`src/rtl/decode_pkg.sv`:
```
// Shared encodings for the decode/operand-issue stage: opcodes, functs,
// ALU operation codes, immediate-extension modes and instruction field positions.
package decode_pkg;

  // Opcodes (instruction bits [31:26])
  localparam logic [5:0] OP_RTYPE = 6'h00;
  localparam logic [5:0] OP_ADDI  = 6'h08;
  localparam logic [5:0] OP_ANDI  = 6'h0C;
  localparam logic [5:0] OP_ORI   = 6'h0D;
  localparam logic [5:0] OP_LUI   = 6'h0F;
  localparam logic [5:0] OP_LW    = 6'h23;
  localparam logic [5:0] OP_SW    = 6'h2B;

  // R-type funct codes (instruction bits [5:0])
  localparam logic [5:0] FN_ADD = 6'h20;
  localparam logic [5:0] FN_SUB = 6'h22;
  localparam logic [5:0] FN_AND = 6'h24;
  localparam logic [5:0] FN_OR  = 6'h25;
  localparam logic [5:0] FN_SLT = 6'h2A;

  // Instruction field bit positions
  localparam int OPC_MSB = 31;
  localparam int OPC_LSB = 26;
  localparam int RS_MSB  = 25;
  localparam int RS_LSB  = 21;
  localparam int RT_MSB  = 20;
  localparam int RT_LSB  = 16;
  localparam int RD_MSB  = 15;
  localparam int RD_LSB  = 11;
  localparam int IMM_MSB = 15;
  localparam int IMM_LSB = 0;
  localparam int FN_MSB  = 5;
  localparam int FN_LSB  = 0;

  typedef enum logic [3:0] {
    ALU_ADD   = 4'd0,
    ALU_SUB   = 4'd1,
    ALU_AND   = 4'd2,
    ALU_OR    = 4'd3,
    ALU_SLT   = 4'd4,
    ALU_PASSB = 4'd5
  } alu_op_e;

  typedef enum logic [1:0] {
    IMM_SEXT  = 2'd0,
    IMM_ZEXT  = 2'd1,
    IMM_UPPER = 2'd2,
    IMM_ZERO  = 2'd3
  } imm_mode_e;

  // Output slot occupancy; FULL is exactly out_valid
  typedef enum logic {
    SLOT_EMPTY = 1'b0,
    SLOT_FULL  = 1'b1
  } slot_state_e;

  // Decoded control fields registered alongside the literal
  typedef struct packed {
    logic       alusrc;
    logic [3:0] alu_op;
    logic [4:0] rs_idx;
    logic [4:0] rt_idx;
    logic [4:0] dest_idx;
    logic       regwrite;
    logic       memread;
    logic       memwrite;
    logic       illegal;
  } ctrl_t;

endpackage

```
`src/rtl/imm_extend.sv`:
```
// Combinational immediate extender: turns imm16 into the ALU B-source literal.
module imm_extend
  import decode_pkg::*;
#(
  parameter int DATA_W = 32
) (
  input  logic [15:0]       imm16,
  input  imm_mode_e         mode,
  output logic [DATA_W-1:0] literal
);

  // Select the extension flavour requested by the decoder
  always_comb begin
    literal = '0;
    unique case (mode)
      IMM_SEXT:  literal = {{(DATA_W-16){imm16[15]}}, imm16};
      IMM_ZEXT:  literal = {{(DATA_W-16){1'b0}}, imm16};
      IMM_UPPER: literal = {imm16, {(DATA_W-16){1'b0}}};
      IMM_ZERO:  literal = '0;
      default:   literal = '0;
    endcase
  end

endmodule

```
`src/rtl/decode_operand_stage.sv`:
```
// Decode/operand-issue stage: decodes one instruction word per handshake into a
// single registered slot feeding execute (literal/alusrc drive the ALU B mux).
// Handshake: a transfer happens on a side in any cycle where valid && ready are
// both high; in_ready = !out_valid || out_ready, so a consumed slot can be
// refilled in the same cycle, and a stalled slot holds every output bit-exact.
module decode_operand_stage
  import decode_pkg::*;
#(
  parameter int DATA_W = 32,
  parameter int CNT_W  = 32
) (
  input  logic              clk,
  input  logic              rst,
  input  logic              in_valid,
  output logic              in_ready,
  input  logic [DATA_W-1:0] in_instr,
  input  logic              flush,
  output logic              out_valid,
  input  logic              out_ready,
  output logic [DATA_W-1:0] literal,
  output logic              alusrc,
  output logic [3:0]        alu_op,
  output logic [4:0]        rs_idx,
  output logic [4:0]        rt_idx,
  output logic [4:0]        dest_idx,
  output logic              regwrite,
  output logic              memread,
  output logic              memwrite,
  output logic              illegal,
  output logic [CNT_W-1:0]  issue_cnt
);

  slot_state_e       state_q, state_d;
  ctrl_t             ctrl_q, ctrl_d;
  logic [DATA_W-1:0] literal_q, literal_d;
  logic [CNT_W-1:0]  issue_cnt_q, issue_cnt_d;

  ctrl_t             dec_ctrl;
  imm_mode_e         dec_mode;
  logic [DATA_W-1:0] dec_literal;
  logic [5:0]        opcode;
  logic [5:0]        funct;
  logic              load;
  logic              consume;

  assign opcode = in_instr[OPC_MSB:OPC_LSB];
  assign funct  = in_instr[FN_MSB:FN_LSB];

  assign out_valid = (state_q == SLOT_FULL);
  assign in_ready  = !out_valid || out_ready;
  assign load      = in_valid && in_ready;
  assign consume   = out_valid && out_ready;

  // Decode the incoming word into control fields and an extension mode
  always_comb begin
    dec_ctrl          = '0;
    dec_ctrl.alu_op   = ALU_ADD;
    dec_ctrl.rs_idx   = in_instr[RS_MSB:RS_LSB];
    dec_ctrl.rt_idx   = in_instr[RT_MSB:RT_LSB];
    dec_mode          = IMM_ZERO;
    unique case (opcode)
      OP_RTYPE: begin
        dec_ctrl.dest_idx = in_instr[RD_MSB:RD_LSB];
        dec_ctrl.regwrite = 1'b1;
        unique case (funct)
          FN_ADD:  dec_ctrl.alu_op = ALU_ADD;
          FN_SUB:  dec_ctrl.alu_op = ALU_SUB;
          FN_AND:  dec_ctrl.alu_op = ALU_AND;
          FN_OR:   dec_ctrl.alu_op = ALU_OR;
          FN_SLT:  dec_ctrl.alu_op = ALU_SLT;
          default: begin
            // Unknown funct: issue as a harmless no-write so only the trap acts on it
            dec_ctrl.illegal  = 1'b1;
            dec_ctrl.regwrite = 1'b0;
            dec_ctrl.dest_idx = '0;
          end
        endcase
      end
      OP_ADDI: begin
        dec_mode          = IMM_SEXT;
        dec_ctrl.alusrc   = 1'b1;
        dec_ctrl.dest_idx = in_instr[RT_MSB:RT_LSB];
        dec_ctrl.regwrite = 1'b1;
      end
      OP_ANDI, OP_ORI: begin
        dec_mode          = IMM_ZEXT;
        dec_ctrl.alusrc   = 1'b1;
        dec_ctrl.alu_op   = (opcode == OP_ANDI) ? ALU_AND : ALU_OR;
        dec_ctrl.dest_idx = in_instr[RT_MSB:RT_LSB];
        dec_ctrl.regwrite = 1'b1;
      end
      OP_LUI: begin
        dec_mode          = IMM_UPPER;
        dec_ctrl.alusrc   = 1'b1;
        dec_ctrl.alu_op   = ALU_PASSB;
        dec_ctrl.dest_idx = in_instr[RT_MSB:RT_LSB];
        dec_ctrl.regwrite = 1'b1;
      end
      OP_LW: begin
        dec_mode          = IMM_SEXT;
        dec_ctrl.alusrc   = 1'b1;
        dec_ctrl.dest_idx = in_instr[RT_MSB:RT_LSB];
        dec_ctrl.regwrite = 1'b1;
        dec_ctrl.memread  = 1'b1;
      end
      OP_SW: begin
        dec_mode          = IMM_SEXT;
        dec_ctrl.alusrc   = 1'b1;
        dec_ctrl.memwrite = 1'b1;
      end
      default: begin
        dec_ctrl.illegal = 1'b1;
      end
    endcase
  end

  imm_extend #(.DATA_W(DATA_W)) u_imm_extend (
    .imm16   (in_instr[IMM_MSB:IMM_LSB]),
    .mode    (dec_mode),
    .literal (dec_literal)
  );

  // Slot next-state and register-bank updates; flush outranks load
  always_comb begin
    state_d     = state_q;
    ctrl_d      = ctrl_q;
    literal_d   = literal_q;
    issue_cnt_d = issue_cnt_q;
    if (consume && !flush) begin
      issue_cnt_d = issue_cnt_q + CNT_W'(1);
    end
    if (flush) begin
      state_d = SLOT_EMPTY;
    end else if (load) begin
      state_d   = SLOT_FULL;
      ctrl_d    = dec_ctrl;
      literal_d = dec_literal;
    end else if (consume) begin
      state_d = SLOT_EMPTY;
    end
  end

  // State, output bank and counter registers
  always_ff @(posedge clk) begin
    if (rst) begin
      state_q     <= SLOT_EMPTY;
      ctrl_q      <= '0;
      literal_q   <= '0;
      issue_cnt_q <= '0;
    end else begin
      state_q     <= state_d;
      ctrl_q      <= ctrl_d;
      literal_q   <= literal_d;
      issue_cnt_q <= issue_cnt_d;
    end
  end

  assign literal   = literal_q;
  assign alusrc    = ctrl_q.alusrc;
  assign alu_op    = ctrl_q.alu_op;
  assign rs_idx    = ctrl_q.rs_idx;
  assign rt_idx    = ctrl_q.rt_idx;
  assign dest_idx  = ctrl_q.dest_idx;
  assign regwrite  = ctrl_q.regwrite;
  assign memread   = ctrl_q.memread;
  assign memwrite  = ctrl_q.memwrite;
  assign illegal   = ctrl_q.illegal;
  assign issue_cnt = issue_cnt_q;

endmodule

```
`config.mk`:
```
export PLATFORM = sky130hd
export DESIGN_NAME = decode_operand_stage
export DESIGN_NICKNAME = d
export VERILOG_FILES = /design/src/rtl/decode_pkg.sv /design/src/rtl/imm_extend.sv /design/src/rtl/decode_operand_stage.sv
export SDC_FILE = /design/constraint.sdc
export NUM_CORES = 1
export LEC_CHECK = 0
export CORE_UTILIZATION = 49
export DETAILED_ROUTE_END_ITERATION = 16
export HOLD_SLACK_MARGIN = 0.06
export PLACE_DENSITY = 0.85
export RECOVER_POWER = 25
export SYNTH_ARGS = -nofsm -noshare
export SYNTH_HDL_FRONTEND = slang
export SYNTH_SLANG_ARGS = --single-unit
```
`constraint.sdc`:
```
create_clock -name clk -period 4.9 [get_ports clk]
set_clock_uncertainty 0.15 [all_clocks]
set_input_delay 1.225 -clock clk [delete_from_list [all_inputs] [get_ports clk]]
set_output_delay 1.225 -clock clk [all_outputs]
set_load 0.005 [all_outputs]
```
==> Flow_metrics.wiki <==
{| class="wikitable"
! Metric !! Value
|-
| Minimum clock period || 3.86 ns
|-
| Post-synthesis sequential element count || between 80 and 90
|-
| Routed wire length || 9990 um
|-
| Element type at the critical path start || input pin
|-
| Initial Util || 51.7%
|-
| HPWL after detailed placement || 7050 um
|-
| CTS max path bufs || 2
|-
| Least-Margin Pin Slew || about 1.7 ns
|-
| Cell class contributing the biggest share of worst-path delay || buffers and inverters
|-
| Area of the core || approximately 7400 um^2
|-
| Comb pwr share || 7.8%
|-
| Launch point of the worst hold path || rt_idx[0]
|-
| Worst reg-to-reg path cell count || 5
|-
| Vias || between 3000 and 4000
|-
| Final setup margin || 1.04 ns
|-
| Fill cell count || 601
|-
| Latest clock arrival within the worst-skew pair || around 0.35 ns
|-
| Share of the synthesized area in the top cell type || 46.2%
|-
| Number of gates resized after cts || 0
|-
| Synthesized area divided by synthesized cell count || 9.07 um^2
|-
| Pre-Repair DR Iteration Count || 4
|-
| I/O Pins || 127
|-
| Failing checks || capacitance limit, slew limit
|-
| CP endpoint kind || register
|-
| Post-route ant nets || 0
|-
| Pin count of the biggest net entering global routing || 43
|-
| Routed len/inst || 15.7 um
|-
| Count of mapped cells out of synthesis || 420
|-
| Top area cells in the synthesized netlist || sky130_fd_sc_hd__dfxtp_1 46%, sky130_fd_sc_hd__a22o_1 5.7%, sky130_fd_sc_hd__a21oi_1 5.1%
|-
| Maxcap violations || 1
|-
| Clock root buffer || sky130_fd_sc_hd__clkbuf_8
|-
| Share of cells above drive strength 1 || between 7 and 8%
|-
| Cell type of the slowest stage on the worst timing path || sky130_fd_sc_hd__clkbuf_1
|-
| Peak per-stage delay on the critical path || approximately 1.3 ns
|-
| Type of the setup path with the least slack || in -> reg
|-
| Vias/cell || 5.53
|-
| Site Rows || 31
|-
| Hold Path Sink || rt_idx[0]
|-
| Max-slew violation count || 43
|-
| Cells along the critical path || clkbuf_1, clkbuf_1, nand2b_1, a21oi_1, a31o_2
|-
| Global-route wire length before repair || approximately 16000 um
|-
| Diodes inserted || 0
|-
| Arr. time, crit path || 3.96 ns
|-
| Congestion Overflow GR || 0
|-
| Clock tree from TritonCTS || yes
|-
| Area Overhead vs Synth || 38.5%
|-
| Sw power || about 320 uW
|-
| Number of flops mapped to enable cells by yosys || 0
|-
| Setup repair after global routing missed its margin || no
|-
| Async set-or-reset flop fraction in the synthesized netlist || 0%
|-
| Sequential share of power || 51.7%
|-
| Final weighted congestion in routability-driven placement || 0.829
|-
| Main flop type after synthesis || sky130_fd_sc_hd__dfxtp_1
|-
| Total track usage || around a quarter
|-
| Sequential fraction of the synthesis area || 46.2%
|-
| Final period utilization || ~79%
|-
| Post-synth net total || roughly 460
|-
| Chip width || 90.2 um
|-
| Clock-pin slew of the registers on the worst-case setup and hold paths || about 0.080 ns
|-
| Worst min-delay path class || reg -> reg
|-
| Highest ir drop seen on vdd || 0.000191 V
|-
| CTS Hold Bufs || 0
|-
| Max frequency || 259 MHz
|-
| CP required || ~5 ns
|-
| Die ar. || ~8100 um^2
|-
| Setup slack of the worst register-to-register path || 2.41 ns
|-
| # DRC || 0
|-
| Final setup vio count || 0
|-
| H-tree levels || 3
|-
| IO buf count || 125
|-
| Initial antenna violation count || 0
|-
| DP Worst Slack || 1.04 ns
|-
| Cell type with the highest occurrence count on the critical path || sky130_fd_sc_hd__clkbuf_1
|-
| Final net count || 570
|-
| Post-CTS setup repair buffer count || 0
|-
| Count of clock tree sinks || 88
|-
| Total buffers and inverters traversed by the critical path || 2
|-
| Outcome || complete, but fails checks
|-
| Total power density per cell area || 267 nW/um^2
|-
| Sw Share || between 20% and 30%
|-
| Initial detailed-routing violation count || 159
|-
| Maximum fanout along the worst path || 42
|-
| Number of distinct library cells after synthesis || 54
|-
| Number of warnings reported in the yosys synthesis log || 0
|-
| Static Leakage || 0.00203 uW
|-
| Total Neg Setup Slack || 0 ns
|-
| Worst hold stages || 2
|-
| Total count of hold-check failures in the final report || 0
|-
| Reg-to-reg critical path endpoint || literal[13]
|-
| Post-Synthesis Cell Area || 3810 um^2
|-
| Area leader, netlist || sky130_fd_sc_hd__dfxtp_1
|-
| Clock Power Share || 40.5%
|-
| Source of the worst register-to-register timing path || out_valid
|-
| Max transition margin || -16.3%
|-
| Die outline height || 90.2 um
|-
| Cell internal power dissipation || 1090 uW
|-
| Vias in the first global route || 3361
|-
| Clock buffers created by TritonCTS || 9
|}
-- routing by layer --
metal  wire, um  GRT usage [%]  up-vias
met5          0              0        -
met4        148           6.99        0
met3        866           8.97       12
met2       4840           40.6      124
met1       4130           29.8     1668
li1           -              -     1715
-- metrics by stage --
step,util [%],cell area [um^2],hold WS [ns],power [uW],instances
floorplan,-,3810,0.298,791,420
global placement,68.5,5050,0.294,854,620
detailed placement,68.5,5050,0.300,857,620
CTS,71.6,5280,0.311,1420,636
global route,71.6,5280,0.329,1460,636
finish,71.6,5280,0.303,1410,636
-- kinds of logic (layout without fill, tap and decap cells) --
family / Yosys count / after routing / share of synthesized area [%]
other: 1 / 1 / 0.0984
flip-flops: 88 / 88 / 46.2
AND/OR/NAND/NOR: 170 / 170 / 26.0
buffers and inverters: 39 / 156 / 5.55
multiplexers: 1 / 1 / 0.263
XOR/XNOR: 25 / 25 / 5.75
adder cells (fa/ha/maj): 1 / 1 / 0.328
AO/OA/AOI/OAI: 95 / 95 / 15.8
-- power by group through the flow --
stage                     Combinational [uW]  Sequential, uW  Clock (uW)
after detailed placement                 111             746           0
after CTS                                111             730         577
after global placement                   108             746           0
after global routing                     119             731         607
final                                    110             729         571
after floorplan                         44.6             746           0
-- how the worst max path moves through the flow --
stage	depth (start not counted)	endpoint	startpoint	slack, ns
after floorplan	1	in_ready	out_ready	2.14
after global placement	6	literal[2]	out_ready	1.18
after detailed placement	6	literal[13]	out_ready	1.04
after CTS	3	in_ready	out_ready	1.14
after global routing	5	issue_cnt[28]	rst	0.86
final	5	issue_cnt[28]	rst	1.04
-- worst reg2reg max path: stages (launching register included) --
cell	delay [ns]
sky130_fd_sc_hd__dfxtp_1	0.33
sky130_fd_sc_hd__nand2b_1	0.13
sky130_fd_sc_hd__nand3b_1	0.62
sky130_fd_sc_hd__nor2_1	0.40
sky130_fd_sc_hd__and2_1	0.57
sky130_fd_sc_hd__a22o_1	0.22
-- layout make-up --
type	instances	area, um^2	share of cell area, %
multi-input combinational	293	1840	34.9
sequential	88	1760	33.4
timing repair buffer	130	1280	24.2
clock buffer	12	155	2.94
tap	99	124	2.35
clock inverter	4	76.3	1.45
inverter	10	37.5	0.712
-- cell usage after synthesis, types with 5 or more instances --
library cell and instances:
sky130_fd_sc_hd__dfxtp_1 88, sky130_fd_sc_hd__nor2_1 41, sky130_fd_sc_hd__a21oi_1 39, sky130_fd_sc_hd__nand2_1 35, sky130_fd_sc_hd__a22o_1 25, sky130_fd_sc_hd__o21ai_0 20, sky130_fd_sc_hd__xnor2_1 20, sky130_fd_sc_hd__and3_1 17
sky130_fd_sc_hd__clkbuf_1 16, sky130_fd_sc_hd__nor3_1 14, sky130_fd_sc_hd__inv_1 10, sky130_fd_sc_hd__nand3_1 9, sky130_fd_sc_hd__nor4_1 7, sky130_fd_sc_hd__nor4_2 6, sky130_fd_sc_hd__and2_1 5, sky130_fd_sc_hd__nand4_1 5
sky130_fd_sc_hd__xor2_1 5
-- sequential cells by signal (all words and copies together), names as in the netlist --
register	cells
rt_idx	5
illegal	1
regwrite	1
issue_cnt	32
rs_idx	5
memwrite	1
dest_idx	5
memread	1
literal	32
alusrc	1
out_valid	1
alu_op	3
-- cells in the final DEF (no fill, tap or decap), types with 2 or more instances in the layout --
master,count
sky130_fd_sc_hd__and2_1,5
sky130_fd_sc_hd__nand4_4,3
sky130_fd_sc_hd__a22o_1,25
sky130_fd_sc_hd__nand3_1,9
sky130_fd_sc_hd__nor4_1,7
sky130_fd_sc_hd__and3_1,17
sky130_fd_sc_hd__nor3_1,14
sky130_fd_sc_hd__dfxtp_1,88
sky130_fd_sc_hd__nand2b_1,2
sky130_fd_sc_hd__clkbuf_1,3
sky130_fd_sc_hd__and4_2,2
sky130_fd_sc_hd__a21oi_1,39
sky130_fd_sc_hd__o21ai_0,20
sky130_fd_sc_hd__and4_1,2
sky130_fd_sc_hd__nand2_1,35
sky130_fd_sc_hd__nand4_1,5
sky130_fd_sc_hd__clkdlybuf4s50_1,85
sky130_fd_sc_hd__nor2_1,41
sky130_fd_sc_hd__xor2_1,5
sky130_fd_sc_hd__buf_4,4
sky130_fd_sc_hd__nor4b_1,3
sky130_fd_sc_hd__bufinv_16,2
sky130_fd_sc_hd__a211oi_1,2
sky130_fd_sc_hd__or2_1,2
sky130_fd_sc_hd__dlygate4sd3_1,39
sky130_fd_sc_hd__nor4_2,6
sky130_fd_sc_hd__nor2b_1,2
sky130_fd_sc_hd__clkbuf_8,11
sky130_fd_sc_hd__o21ai_1,2
sky130_fd_sc_hd__inv_1,10
sky130_fd_sc_hd__or3_1,4
sky130_fd_sc_hd__xnor2_1,20
Note: power is estimated with default switching activity, not from simulation.
